==> src/rtl/irq_arbiter.sv <==
// irq_arbiter: centralised fixed-priority interrupt arbiter for the TW4 CPU.
// Synchronises raw button lines, latches rising edges as pending requests,
// masks them with the CPU enables and presents one request at a time on irq
// with a stable vector, retiring it on the CPU acknowledge.
//
// Ports:
//   clock    in   system clock, rising edge
//   reset    in   asynchronous active-low reset
//   in       in   [N]  raw asynchronous button levels
//   ie       in   [N]  per-source interrupt enable (clock domain)
//   ack      in   one-cycle acknowledge of the presented request
//   irq      out  request to the CPU (registered)
//   vector   out  [VW] index of the presented source, 0 when irq is low
//   pending  out  [N]  latched unserviced edges, unmasked
//   overrun  out  one-cycle pulse: edge on an already pending source
module irq_arbiter #(
   parameter int unsigned N           = 4,
   parameter int unsigned SYNC_STAGES = 2,
   parameter int unsigned VW          = (N > 1) ? $clog2(N) : 1
) (
   input  logic          clock,
   input  logic          reset,
   input  logic [N-1:0]  in,
   input  logic [N-1:0]  ie,
   input  logic          ack,
   output logic          irq,
   output logic [VW-1:0] vector,
   output logic [N-1:0]  pending,
   output logic          overrun
);

   // Edges are ignored until both the synchroniser output and its delayed
   // copy hold post-reset samples, so lines already high at release are quiet.
   localparam int unsigned   FillMax  = SYNC_STAGES + 1;
   localparam int unsigned   FW       = $clog2(FillMax + 1);
   localparam logic [FW-1:0] FillDone = FW'(FillMax);

   typedef enum logic [1:0] {StIdle, StReq, StGap} state_e;

   logic [N-1:0]  sync_q [SYNC_STAGES];
   logic [N-1:0]  prev_q;
   logic [FW-1:0] fill_q;
   logic [N-1:0]  pending_q;
   logic          overrun_q;
   state_e        state_q;
   logic [VW-1:0] vec_q;
   logic          irq_q;
   logic [VW-1:0] vector_q;

   logic [N-1:0]  s;
   logic          filled;
   logic [N-1:0]  edge_det;
   logic [N-1:0]  clr;
   logic [N-1:0]  eligible;
   logic          win_valid;
   logic [VW-1:0] win_idx;
   logic          accept;

   // Input synchroniser
   always_ff @(posedge clock or negedge reset) begin
      if (!reset) begin
         for (int k = 0; k < SYNC_STAGES; k++) begin
            sync_q[k] <= '0;
         end
      end else begin
         sync_q[0] <= in;
         for (int k = 1; k < SYNC_STAGES; k++) begin
            sync_q[k] <= sync_q[k-1];
         end
      end
   end

   assign s = sync_q[SYNC_STAGES-1];

   always_ff @(posedge clock or negedge reset) begin
      if (!reset) begin
         prev_q <= '0;
         fill_q <= '0;
      end else begin
         prev_q <= s;
         if (fill_q != FillDone) begin
            fill_q <= fill_q + 1'b1;
         end
      end
   end

   assign filled   = (fill_q == FillDone);
   assign edge_det = filled ? (s & ~prev_q) : '0;

   // Only an ack while presenting retires the presented source.
   assign accept = (state_q == StReq) && ack;
   assign clr    = accept ? (N'(1) << vec_q) : '0;

   // Set wins over a simultaneous clear; overrun only when the edge is lost.
   always_ff @(posedge clock or negedge reset) begin
      if (!reset) begin
         pending_q <= '0;
         overrun_q <= 1'b0;
      end else begin
         pending_q <= (pending_q & ~clr) | edge_det;
         overrun_q <= |(edge_det & pending_q & ~clr);
      end
   end

   assign eligible = pending_q & ie;

   // Lowest index wins: scan downwards so the last hit is the lowest.
   always_comb begin
      win_valid = 1'b0;
      win_idx   = '0;
      for (int i = N - 1; i >= 0; i--) begin
         if (eligible[i]) begin
            win_valid = 1'b1;
            win_idx   = VW'(i);
         end
      end
   end

   // Presentation FSM with registered irq/vector.
   always_ff @(posedge clock or negedge reset) begin
      if (!reset) begin
         state_q  <= StIdle;
         vec_q    <= '0;
         irq_q    <= 1'b0;
         vector_q <= '0;
      end else begin
         unique case (state_q)
            StIdle: begin
               if (win_valid) begin
                  state_q  <= StReq;
                  vec_q    <= win_idx;
                  irq_q    <= 1'b1;
                  vector_q <= win_idx;
               end
            end
            StReq: begin
               if (ack) begin
                  state_q  <= StGap;
                  irq_q    <= 1'b0;
                  vector_q <= '0;
               end else if (!ie[vec_q]) begin
                  // Withdraw; the request stays pending.
                  state_q  <= StIdle;
                  irq_q    <= 1'b0;
                  vector_q <= '0;
               end
            end
            StGap: begin
               state_q <= StIdle;
            end
            default: begin
               state_q  <= StIdle;
               irq_q    <= 1'b0;
               vector_q <= '0;
            end
         endcase
      end
   end

   assign irq     = irq_q;
   assign vector  = vector_q;
   assign pending = pending_q;
   assign overrun = overrun_q;

endmodule

==> config.mk <==
export PLATFORM = sky130hd
export DESIGN_NAME = irq_arbiter
export DESIGN_NICKNAME = d
export VERILOG_FILES = /design/src/rtl/irq_arbiter.sv
export SDC_FILE = /design/constraint.sdc
export NUM_CORES = 1
export LEC_CHECK = 0
export BUFFER_PORTS_ARGS = -buffer_cell sky130_fd_sc_hd__buf_2
export CAP_MARGIN = 20
export CORE_UTILIZATION = 51
export DETAILED_ROUTE_END_ITERATION = 8
export GPL_ROUTABILITY_DRIVEN = 0
export PLACE_DENSITY = 0.84
export SLEW_MARGIN = 15
export SYNTH_ARGS = -nofsm -noshare
export SYNTH_HDL_FRONTEND = slang
export SYNTH_SLANG_ARGS = --single-unit
==> constraint.sdc <==
create_clock -name clock -period 2.3 [get_ports clock]
set_input_delay 0.23 -clock clock [delete_from_list [all_inputs] [get_ports clock]]
set_output_delay 0.23 -clock clock [all_outputs]
set_load 0.01 [all_outputs]
==> impl_summary.md <==
Logic synthesis
The commonest cells after synthesis are sky130_fd_sc_hd__dfrtp_1 (26), sky130_fd_sc_hd__nand2_1 (9), sky130_fd_sc_hd__a21oi_1 (3), sky130_fd_sc_hd__nor2_1 (3), sky130_fd_sc_hd__o21ai_0 (3). The share of synthesized area in the top cell type comes to 0.628. The most common cell in the synthesized netlist is sky130_fd_sc_hd__dfrtp_1. For this run, the leading register cell type out of synthesis is sky130_fd_sc_hd__dfrtp_1. Of the synthesized area, sequential elements account for 0.628.

Counting flops with an async set or reset pin after synthesis yields a share of 1.00. Synthesis instantiated 36 different standard cells from the library. The total of flip-flops plus latches after synthesis is 26. Yosys attributes the largest share of cell area to sky130_fd_sc_hd__dfrtp_1 (63%), sky130_fd_sc_hd__nand2_1 (3.3%), sky130_fd_sc_hd__buf_6 (2.2%), sky130_fd_sc_hd__mux2i_1 (1.9%), sky130_fd_sc_hd__a22o_1 (1.7%). The synthesized netlist net count is 92. The number of enable flip-flop cells after synthesis is 0. The count of warnings emitted by yosys is 0. Summed over all instances, the cell type with the most area after synthesis is sky130_fd_sc_hd__dfrtp_1.

The total standard cell area after synthesis is 1040 um2. Synthesis handed over a netlist of 80 instances. The per-instance average area after synthesis is 12.9 um2.

Worst hold path
In this run the worst hold path is classified as input port to register.

Setup path
For flop-to-flop paths, the worst setup slack is 0.60 ns. In this run the critical register-to-register path is captured at overrun$_DFF_PN0_. In this run the worst setup path begins at vec_q[0]$_DFFE_PN0P_. Of all nets on the critical path, the largest fanout is 6. STA classifies the critical path endpoint as a register. The startpoint of the lowest-slack register-to-register path is vec_q[0]$_DFFE_PN0P_.

The worst setup path is launched from a register. Measured in cells, the most critical reg-to-reg path has a length of 4. On the worst path, the slowest cell contributes a delay of 0.48 ns.

For this design, the slowest cell found on the critical path is sky130_fd_sc_hd__or4b_4. The data arrival time of the critical path is 1.91 ns. The signal on the critical path passes through nand2b_4 -> or4b_4 -> and3_4 -> o31a_1. The critical path class is register to register.

The most critical setup path has its endpoint at overrun$_DFF_PN0_. Data on the critical path is required at its endpoint by 2.51 ns.

Power
Across the VDD grid, the largest voltage drop is 0.504 mV. The total power density per cell area is 1020 nW/um2. The static power due to leakage is 0.561 nW. The power consumption is 1.24 mW.

GRT
The initial antenna violation count came to 0. The met2 track demand over resource is 0.278. The first global-routing pass estimated 2690 um of wire. In this run the most used layer during global routing was met2.

The global-route track usage on met1 is 0.234. The via count of the first global-routing pass is 613. Entering global routing, the biggest net connects 27 pins.

For met3 alone, demand over resource in global routing was 0.0346. Across every metal layer, demand over resource in global routing totals 0.183. Global routing finished with a remaining overflow of 0.

STA
The post-route clock period utilization is 0.738. Setup repair after global routing left no endpoint under its margin. Headroom to the max-slew limit came out at 0.636. At the pin with the least slew margin, the transition time is 0.546 ns.

Setup total negative slack on the finished layout was measured at 0 ns. Timing would allow up to 589 MHz. The number of slew-limit violations in the final report is 0. For the finished layout, the period the worst path requires is 1.70 ns. The final count of hold timing violations is 0. The final number of setup-violating endpoints is 0.

Clock skew on the completed layout was measured at 0.00360 ns.

Final layout
From synthesis to final layout, the design area changed by 17.9%. The number of antenna cells inserted is 0. The area of the multi-input gates is 352 um2. The share of cells above drive strength 1 is 0.295.

In the final design database the tool counted 118 nets. Counting the fill cells in the layout gives 138. The sequential cell area is 651 um2.

Clocking
The cell at the root of the clock tree is sky130_fd_sc_hd__clkbuf_4. The insertion delay to the later sink of the worst-skew pair is 0.31 ns. Clock-pin slew was measured on the worst setup and hold paths at 0.13 ns. The number of H-tree levels is 1.

In this run, CTS created clock tree buffers numbering 3. The clock drives 26 sinks. The clock passes through at most 2 buffers.

In this run, post-CTS repair resized a total of 0 instances. TritonCTS built the clock tree. The number of setup buffers added after CTS is 0.

Die
The die is 47.1 um wide. The die outline area is 2220 um2. The initial cell density of the core is 0.569. The floorplan step defined a core boundary enclosing 1820 um2.

The height of the die is 47.1 um. The number of cell rows is 15. Pin placement for this block handled 19 I/O pins.

Routing
The sum of routed wire length over all layers is 1790 um. The number of vias in the routed layout is 715. The DRC violation total after the first TritonRoute iteration is 6. After detailed routing, the number of vias per cell comes to 5.50.

The number of remaining DRC errors is 0. The total iterations of the first detailed-routing run is 4. In the final routed layout, each cell accounts on average for 13.8 um. Once detail routing completed, the nets flagged for antenna violations numbered 0.

Flow run
The tool flagged a number of max-cap violations equal to 0.

Outcome
The flow ran to the end, and the final reports show no timing, DRC or antenna violations.

Place
The number of buffer cells added on primary ports is 18. The post-DP HPWL is 1250 um.
[flip-flops by register name, summed over array words and instances, names as in the netlist]
name and count:
pending 4, prev_q 4, s 4, sync_q 4, fill_q 2, state_q 2
vec_q 2, vector 2, irq 1, overrun 1
[cell families after synthesis]
kind of cell / Yosys count / share of synthesized area
AOI/OAI and AO/OA: 19 / 0.138
xor gates and xnor gates: 1 / 0.00846
adders and majority gates: 1 / 0.0121
buffers and inverters: 5 / 0.0326
DFF: 26 / 0.628
muxes: 3 / 0.0302
and+or+nand+nor: 25 / 0.151
[how the worst min path moves through the flow]
stage | slack (ns) | start | cells after the start | endpoint
global placement | 0.25 | reset | 1 | pending[2]$_DFF_PN0_
detailed placement | 0.25 | reset | 1 | overrun$_DFF_PN0_
CTS | 0.20 | ie[0] | 3 | vector[0]$_DFFE_PN0P_
global route | 0.22 | ie[0] | 3 | vector[0]$_DFFE_PN0P_
floorplan | -0.07 | reset | 0 | fill_q[0]$_DFFE_PN0P_
finish | 0.22 | ie[0] | 3 | vector[0]$_DFFE_PN0P_
[final cells by class]
type                       instances  area share
inverter                           3     0.00922
tap                               25      0.0256
multi-input combinational         49       0.288
sequential                        26       0.533
clock buffer                       4      0.0297
timing repair buffer              23       0.115
[cell usage in the layout (no fill, tap or decap), drive strengths merged, types with 2 or more instances in the layout]
master,n
buf,18
a21oi,3
o21ai,3
dfrtp,26
nand2,9
dlygate4sd3,5
o41ai,2
mux2i,2
a22o,3
nand2b,2
inv,3
and3,2
clkbuf,4
nor2,3
[through the flow]
| stage | util | worst slack [ns] | cells | area (um2) | hold slack (ns) |
|---|---|---|---|---|---|
| floorplan | - | 0.645 | 80 | 1040 | -0.0656 |
| global placement | 0.623 | 0.657 | 121 | 1130 | 0.245 |
| detailed placement | 0.623 | 0.637 | 121 | 1130 | 0.248 |
| CTS | 0.671 | 0.599 | 130 | 1220 | 0.203 |
| global route | 0.671 | 0.565 | 130 | 1220 | 0.219 |
| finish | 0.671 | 0.602 | 130 | 1220 | 0.217 |
[what timing repair did]
action                                  CTS  global route
hold buffers                              5             0
endpoints found under the setup margin    0             0
hold endpoints to repair                 30             0
[routing by layer]
| metal | wire (um) | share of wire | vias up |
|---|---|---|---|
| met1 | 838 | 0.47 | 354 |
| met5 | 0 | 0 | - |
| met2 | 862 | 0.48 | 17 |
| li1 | - | - | 340 |
| met4 | 28 | 0.016 | 0 |
| met3 | 61 | 0.034 | 4 |
[report_power, final]
part	total, mW	switching (mW)	internal (mW)
Sequential	0.657	0.103	0.553
Clock	0.223	0.127	0.0968
Combinational	0.365	0.187	0.178
Total	1.24	0.417	0.828
[critical path: cells and delay by family, from the launching register on]
| kind | cells | cell delay, ns |
|---|---|---|
| AO/OA/AOI/OAI | 1 | 0.28 |
| AND/OR/NAND/NOR | 3 | 0.84 |
| flip-flops | 1 | 0.47 |
Note: power is estimated with default switching activity, not from simulation.
